$ cat config.mk
export PLATFORM = sky130hd
export DESIGN_NAME = instruction_fetch_buffer
export DESIGN_NICKNAME = d
export VERILOG_FILES = /design/src/rtl/instruction_fetch_buffer.sv
export SDC_FILE = /design/constraint.sdc
export NUM_CORES = 1
export LEC_CHECK = 0
export ABC_AREA = 1
export CORE_AREA = 3 3 69 104
export DETAILED_ROUTE_END_ITERATION = 8
export DIE_AREA = 0 0 72 107
export PLACE_DENSITY = 0.86
export SLEW_MARGIN = 20
export SYNTH_ARGS = -nofsm -noshare
export SYNTH_HDL_FRONTEND = slang
export SYNTH_SLANG_ARGS = --single-unit
$ cat constraint.sdc
create_clock -name clk -period 1.3 [get_ports clk]
set_input_delay 0.195 -clock clk [delete_from_list [all_inputs] [get_ports clk]]
set_output_delay 0.195 -clock clk [all_outputs]
set_load 0.01 [all_outputs]
$ cat src/rtl/instruction_fetch_buffer.sv
// ---------------------------------------------------------------------------
// instruction_fetch_buffer
//
// Fetch stage between a combinational instruction ROM and the decoder.
// The block owns the program counter and drives it onto rom_address. Each
// cycle it may capture the returned ROM word, tagged with its address, into a
// small FIFO. The head of that FIFO is offered to decode over a valid/ready
// handshake. A redirect flushes every buffered word and restarts fetch at the
// new target.
//
// Parameters
//   ADDR_WIDTH  PC / ROM address width
//   DATA_WIDTH  instruction word width
//   DEPTH       FIFO entries (power of two, >= 2)
//   RESET_PC    PC value after reset
//
// Ports
//   clk              rising-edge clock
//   async_rst_n      asynchronous active-low reset
//   rom_address      ROM address (always the PC register)
//   rom_value        ROM word for rom_address, valid in the same cycle
//   fetch_enable     permits pushes; when low the PC is frozen
//   redirect_valid   flush the FIFO and load the PC from redirect_target
//   redirect_target  new fetch address
//   inst_valid       head entry present
//   inst_ready       decoder accepts the head entry
//   inst_data        head instruction word (zero when empty)
//   inst_pc          address of the head instruction (zero when empty)
// ---------------------------------------------------------------------------
module instruction_fetch_buffer #(
  parameter int                    ADDR_WIDTH = 10,
  parameter int                    DATA_WIDTH = 16,
  parameter int                    DEPTH      = 2,
  parameter logic [ADDR_WIDTH-1:0] RESET_PC   = '0
) (
  input  logic                  clk,
  input  logic                  async_rst_n,
  output logic [ADDR_WIDTH-1:0] rom_address,
  input  logic [DATA_WIDTH-1:0] rom_value,
  input  logic                  fetch_enable,
  input  logic                  redirect_valid,
  input  logic [ADDR_WIDTH-1:0] redirect_target,
  output logic                  inst_valid,
  input  logic                  inst_ready,
  output logic [DATA_WIDTH-1:0] inst_data,
  output logic [ADDR_WIDTH-1:0] inst_pc
);

  localparam int PTR_W = $clog2(DEPTH);
  localparam int CNT_W = $clog2(DEPTH + 1);
  localparam logic [CNT_W-1:0] DEPTH_C = CNT_W'(DEPTH);

  logic [ADDR_WIDTH-1:0] pc_q, pc_d;
  logic [PTR_W-1:0]      rd_ptr_q, rd_ptr_d;
  logic [PTR_W-1:0]      wr_ptr_q, wr_ptr_d;
  logic [CNT_W-1:0]      count_q, count_d;

  logic [ADDR_WIDTH-1:0] mem_pc_q   [DEPTH];
  logic [DATA_WIDTH-1:0] mem_data_q [DEPTH];

  logic pop;
  logic push;

  assign inst_valid  = (count_q != '0);
  assign rom_address = pc_q;

  // Empty outputs are forced to zero so decode never sees stale words.
  assign inst_data = inst_valid ? mem_data_q[rd_ptr_q] : '0;
  assign inst_pc   = inst_valid ? mem_pc_q[rd_ptr_q]   : '0;

  always_comb begin
    pop  = inst_valid & inst_ready;
    // A full buffer can still take a word when the head leaves in the same
    // cycle. An empty buffer cannot pop, so there is no bypass path.
    push = fetch_enable & ~redirect_valid & ((count_q < DEPTH_C) | pop);

    pc_d     = pc_q;
    rd_ptr_d = rd_ptr_q;
    wr_ptr_d = wr_ptr_q;
    count_d  = count_q;

    if (redirect_valid) begin
      // A same-cycle pop is still taken by decode; every other entry is dropped.
      pc_d     = redirect_target;
      rd_ptr_d = '0;
      wr_ptr_d = '0;
      count_d  = '0;
    end else begin
      if (push) begin
        pc_d     = pc_q + 1'b1;      // wraps modulo 2^ADDR_WIDTH
        wr_ptr_d = wr_ptr_q + 1'b1;  // DEPTH is a power of two
      end
      if (pop) begin
        rd_ptr_d = rd_ptr_q + 1'b1;
      end
      case ({push, pop})
        2'b10:   count_d = count_q + 1'b1;
        2'b01:   count_d = count_q - 1'b1;
        default: count_d = count_q;
      endcase
    end
  end

  always_ff @(posedge clk or negedge async_rst_n) begin
    if (!async_rst_n) begin
      pc_q     <= RESET_PC;
      rd_ptr_q <= '0;
      wr_ptr_q <= '0;
      count_q  <= '0;
    end else begin
      pc_q     <= pc_d;
      rd_ptr_q <= rd_ptr_d;
      wr_ptr_q <= wr_ptr_d;
      count_q  <= count_d;
    end
  end

  // One storage slot per entry; a slot loads only when it is the write target.
  for (genvar gi = 0; gi < DEPTH; gi++) begin : g_entry
    always_ff @(posedge clk or negedge async_rst_n) begin
      if (!async_rst_n) begin
        mem_pc_q[gi]   <= '0;
        mem_data_q[gi] <= '0;
      end else if (push && (wr_ptr_q == PTR_W'(gi))) begin
        mem_pc_q[gi]   <= pc_q;
        mem_data_q[gi] <= rom_value;
      end
    end
  end

endmodule

==> results of run 1 <==
[layout make-up]
class,count,area [um^2]
repair buffers,145,1491
clock inverters,3,15.01
fillers,300,925.9
clock buffers,13,148.9
well taps,76,95.09
multi-input cells,270,1927
flip-flops and latches,66,1658
inverters,46,180.2
[worst max-delay path, cell delays in order, from the launching register on]
cell,delay (ns)
dfrtp_1,0.40
inv_2,0.10
nand2_8,0.12
buf_6,0.14
o21ai_2,0.07
a21oi_2,0.26
buf_2,0.20
[cells in the final DEF, fill, tap and decap left out, drive strengths merged, types with 7 or more instances in the layout]
cell             n
a21oi           27
buf             99
clkbuf          20
clkdlybuf4s50   28
dfrtp           66
dlygate4sd2      7
inv             45
nand2          137
nand3           19
nor2            12
o21ai           65
[state kept, by name (all words and copies together), names as in the netlist]
| signal | cells |
|---|---|
| rd_ptr_q | 1 |
| mem_pc_q | 20 |
| wr_ptr_q | 1 |
| rom_address | 10 |
| count_q | 2 |
| mem_data_q | 32 |
[cell families (layout without fill, tap and decap cells)]
group	after synthesis	after routing
and+or+nand+nor	171	171
AOI/OAI and AO/OA	96	96
buffers and inverters	67	207
DFF	66	66
xor gates and xnor gates	2	2
adders and majority gates	1	1
[routing by layer]
layer / GRT usage / wire (um) / up-vias / part of all wire
met5: 0 / 0 / - / 0
met4: 0.1774 / 1219 / 0 / 0.083
met3: 0.05441 / 1121 / 123 / 0.076
met2: 0.4842 / 7542 / 302 / 0.51
met1: 0.2988 / 4837 / 1797 / 0.33
li1: - / - / 1557 / -
[worst max path at each step]
stage / start / slack (ns) / depth (start not counted) / endpoint
detailed placement: count_q[0] / -0.50 / 6 / inst_pc[4]
finish: count_q[1] / -0.55 / 6 / inst_pc[4]
floorplan: count_q[1] / 0.01 / 6 / inst_pc[5]
global placement: count_q[1] / -0.46 / 6 / inst_pc[4]
CTS: count_q[0] / -0.28 / 6 / inst_pc[6]
global route: count_q[1] / -0.57 / 6 / inst_pc[3]
[where the power goes]
group          switching [mW]  internal, mW
logic                    2.81          2.14
clock network           0.870         0.738
registers               0.603          2.79
total                    4.28          5.67
[metrics by stage]
step / setup TNS (ns) / utilization / area, um^2 / setup WS (ns) / std cells
after floorplan: 0 / - / 3222 / 0.01299 / 403
after global placement: -25.59 / 0.6486 / 4178 / -0.4572 / 563
after detailed placement: -28.26 / 0.6486 / 4178 / -0.4985 / 563
after CTS: -12.97 / 0.7069 / 4553 / -0.2765 / 594
after global routing: -31.02 / 0.8563 / 5515 / -0.5691 / 619
final: -28.46 / 0.8563 / 5515 / -0.5474 / 619
[what timing repair did]
action                     4_1_cts  5_1_grt
hold buffers                     1        0
buffers inserted                 9       19
gates resized for setup        209      200
hold endpoints to repair        66        0
setup endpoints to repair       48       96
pin swaps                        7       24
gates cloned                     5       10
==> impl_metrics.tcl, run 1 <==
set metrics [dict create \
    status "finished, violations left" \
    violations "negative setup slack" \
    ys_seq_area_frac 0.5126 \
    h-tree-depth 3 \
    yosys.cell_count.top_type "nand2_1" \
    dr.pass1.iters 5 \
    worst_pin_slew_ns 0.3712 \
    insertion_delay_ns 0.37 \
    port_buffers 67 \
    synthSimpleGateAreaFrac 0.2221 \
    synth.mux.area_fraction 0 \
    synth_xor_area_frac 0.005437 \
    reg2reg_to "mem_data_q[9]" \
    finalSetupViolations 87 \
    drc 0 \
    synth_top_family_by_area "simple AND/OR/NAND/NOR gates" \
    synth.top_cell.area_share 0.5126 \
    antenna_found_initial 0 \
    row_count 36 \
    grt_pass1_wl_mm 16.29 \
    pwr_density_cell_nw_per_um2 1805 \
    ir_drop_uv 1221 \
    hold_viol 0 \
    grt_pass1_vias 3388 \
    cts_made_buffers 9 \
    yosys_warnings 0 \
    crit_type "register to primary output" \
    synth.avg_cell_area_um2 7.995 \
    synth_compound_area_frac 0.1588 \
    crit_path_start_kind "register" \
    synthFlopType "dfrtp_1" \
    synth_edf_count 0 \
    rr_worst_depth 10 \
    routed_wl_mm 14.72 \
    drv_cap 0 \
    p_leak_nw 2.722 \
    clk_pin_slew_ns 0.08 \
    setup_ws_ns -0.5474 \
    finClkSkew_ns 0.01307 \
    area_delta_synth_final_pct 71.18 \
    synth.largest_area_cell "dfrtp_1" \
    start_util 0.5002 \
    ff2ff_setup_slack_ns -0.37 \
    ios 68 \
    worstPathRequired_ns 1.11 \
    max_freq_ghz 0.5413 \
    n_antenna_cell 0 \
    grtUsageTotal 0.2774 \
    finalCritPeriodShare 1.421 \
    wire_per_inst_um 23.78 \
    hpwl_mm 5.957 \
    die_h_um 107 \
    rsz0062_at_grt "yes" \
    synthAdderAreaFrac 0.003883 \
    drt_iter0_drc 519 \
    postRouteAntennaNets 0 \
    clk_path_buf_depth 2 \
    die-area_um2 7704 \
    cts_sinks 66 \
    arrival_ns 1.65 \
    cts_tree "done" \
    grt_max_degree 67 \
    relSlewSlack 0.7525 \
    drv_slew 0 \
    finalNetCount 570 \
    holdWs_ns 0.3759 \
    root_buffer "clkbuf_8" \
    r2r_start "count_q[1]" \
    worstSetupEndpointType "primary output" \
    viasPerCell 6.105 \
    crit_fanout 7 \
    synth_fp_nets 435 \
    post-route-min-period_ns 1.847 \
    synth_common_cells "nand2_1 (135), dfrtp_1 (66), o21ai_0 (57)" \
    coreArea_um2 6441 \
    netlist_top_cells_area "dfrtp_1 (51%), nand2_1 (16%), o21ai_0 (8.9%), inv_1 (4.9%), a21oi_1 (4.2%)" \
    netlist_instances 403 \
    synth_cell_types 27 \
    power.total_mw 9.954 \
    netlist_area_um2 3222 \
    async_flop_share 1.000 \
    worstHoldPathType "input port to async pin" \
    ys_ff_latch 66 \
    layout-drive-gt1-share 0.5101 \
    place.gp.congestion 0.9098 \
    die_w_um 72 \
    vias 3779 \
    gr-total-overflow 0 \
]
Power figures use the tool's default switching activity.
==> run 2: changes to the inputs <==
--- a/config.mk
+++ b/config.mk
@@ -6,9 +6,9 @@
 export NUM_CORES = 1
 export LEC_CHECK = 0
 export ABC_AREA = 1
-export CORE_AREA = 3 3 69 104
+export CORE_AREA = 2 2 83 85
 export DETAILED_ROUTE_END_ITERATION = 8
-export DIE_AREA = 0 0 72 107
+export DIE_AREA = 0 0 85 87
 export PLACE_DENSITY = 0.86
 export SLEW_MARGIN = 20
 export SYNTH_ARGS = -nofsm -noshare
==> impl_metrics.tcl, run 2 (synthesis results as in run 1) <==
set metrics [dict create \
    status "finished, violations left" \
    violations "negative setup slack" \
    finalNetCount 565 \
    post-route-min-period_ns 1.779 \
    swShare 0.3937 \
    die_h_um 87 \
    die_w_um 85 \
    p_leak_nw 2.561 \
    root_buffer "clkbuf_8" \
    cts_tree "done" \
    combPwrFrac 0.481 \
    clk_path_buf_depth 2 \
    relSlewSlack 0.7587 \
    vias 3661 \
    crit_type "register to primary output" \
    hpwl_mm 5.339 \
    grt_max_degree 67 \
    layout_commonest_cell "nand2_1" \
    placed_area_um2 4128 \
    crit_path_start_kind "register" \
    dr.pass1.iters 5 \
    holdWs_ns 0.3866 \
    arrival_ns 1.58 \
    rsz0062_at_grt "yes" \
    n_antenna_cell 0 \
    area_delta_synth_final_pct 67.30 \
    slowest_stage "dfrtp_1" \
    start_util 0.4905 \
    pwr_density_cell_nw_per_um2 1942 \
    finalCritPeriodShare 1.368 \
    power_switching_mw 4.120 \
    cts_made_buffers 9 \
    slowest_delay_ns 0.39 \
    p_clk_frac 0.208 \
    largest_reg_flops 32 \
    path_cells "inv_2 > nand2_4 > buf_12 > buf_16 > o21ai_2 > a21oi_1 > buf_2" \
    ir_drop_uv 1462 \
    worst_pin_slew_ns 0.3619 \
    hold_viol 0 \
    max_freq_ghz 0.5621 \
    finClkSkew_ns 0.01644 \
    crit_fanout 7 \
    finalSetupViolations 93 \
    postRouteAntennaNets 0 \
    largest_register "mem_data_q" \
    ios 68 \
    cts_sinks 66 \
    drv_cap 0 \
    setup_ws_ns -0.4789 \
    routed_wl_mm 13.28 \
    grt_pass1_vias 3323 \
    viasPerCell 5.924 \
    coreArea_um2 6569 \
    worstSetupEndpointType "primary output" \
    insertion_delay_ns 0.36 \
    design_area_um2 5390 \
    worstPathRequired_ns 1.11 \
    clk_pin_slew_ns 0.09 \
    worstHoldPathType "input port to async pin" \
    port_buffers 67 \
    drv_slew 0 \
    drc 0 \
    wire_per_inst_um 21.49 \
    layout-drive-gt1-share 0.4089 \
    seqPwrFrac 0.311 \
    gr-total-overflow 0 \
    row_count 30 \
    place.gp.congestion 0.8495 \
    grtUsageTotal 0.2809 \
    fin_util 0.8206 \
    final_cell_mix "nand2_1 (112), dfrtp_1 (64), inv_1 (41), o21ai_2 (35), buf_4 (31)" \
    antenna_found_initial 0 \
    die-area_um2 7395 \
    grt_pass1_wl_mm 16.15 \
    p_int_mw 6.346 \
    drt_iter0_drc 315 \
    h-tree-depth 3 \
]
[run 2: changes by cell type in the layout (fill, tap and decap cells not counted), moves of 4 or more]
cell	before	now
nand2_4	34	4
buf_4	35	31
o21ai_1	16	22
buf_2	27	23
nand2_1	65	112
a21oi_4	0	4
nand2_2	35	19
a21oi_1	12	5
o21ai_2	43	35
buf_16	1	8
[run 2: per-stage QoR]
| stage | power (mW) | instances | setup WS (ns) | setup TNS, ns |
|---|---|---|---|---|
| finish | 10.47 | 618 | -0.4789 | -29.29 |
| global route | 10.84 | 618 | -0.5073 | -32.46 |
| CTS | 9.244 | 604 | -0.3421 | -11.12 |
| detailed placement | 6.162 | 558 | -0.4648 | -24.35 |
| global placement | 6.027 | 558 | -0.3958 | -21.76 |
| floorplan | 4.738 | 403 | 0.01299 | 0 |
[run 2: worst paths after layout]
kind | from | end | slack, ns | depth (start not counted)
worst max-delay path | count_q[1] | inst_data[9] | -0.48 | 7
worst min-delay path | async_rst_n | mem_data_q[21] | 0.39 | 3
worst max register to register | count_q[1] | mem_data_q[5] | -0.43 | 10
worst min register to register | mem_data_q[29] | mem_data_q[29] | 0.51 | 2
max in group asynchronous | async_rst_n | rom_address[2] | 0.58 | 3
min in group clk | redirect_target[0] | rom_address[0] | 0.42 | 3
[run 2: worst max-delay path, delay by kind of cell, from the launching register on]
family,cells,cell delay (ns)
AO/OA/AOI/OAI,2,0.22
buffers and inverters,4,0.50
flip-flops,1,0.39
AND/OR/NAND/NOR,1,0.12
[run 2: routing by layer]
metal	wire length (um)	GRT usage	up-vias	share of wire
met5	0	0	-	0
met4	772	0.1270	0	0.058
met3	1071	0.04739	71	0.081
met2	6706	0.4751	266	0.51
met1	4728	0.3550	1771	0.36
li1	-	-	1553	-
[run 2: power groups by stage]
stage / clock, mW / combinational (mW) / sequential [mW]
floorplan: 0 / 1.65 / 3.09
global placement: 0 / 2.93 / 3.10
detailed placement: 0 / 3.03 / 3.13
CTS: 2.13 / 3.98 / 3.14
global route: 2.25 / 5.29 / 3.30
finish: 2.18 / 5.03 / 3.25
[run 2: area by class of cell]
type	instances	area (um^2)
sequential	66	1654
multi-input combinational	270	1648
timing repair buffer	140	1567
fill	346	1179
inverter	46	180.2
clock buffer	9	123.9
clock inverter	7	117.6
tap	80	100.1
[run 2: what timing repair did]
action | in CTS | in global routing
setup endpoints to repair | 52 | 93
pin swaps | 9 | 14
hold endpoints to repair | 66 | 0
hold buffers | 1 | 0
setup buffers | 20 | 5
cloned | 9 | 10
resized for setup | 216 | 98
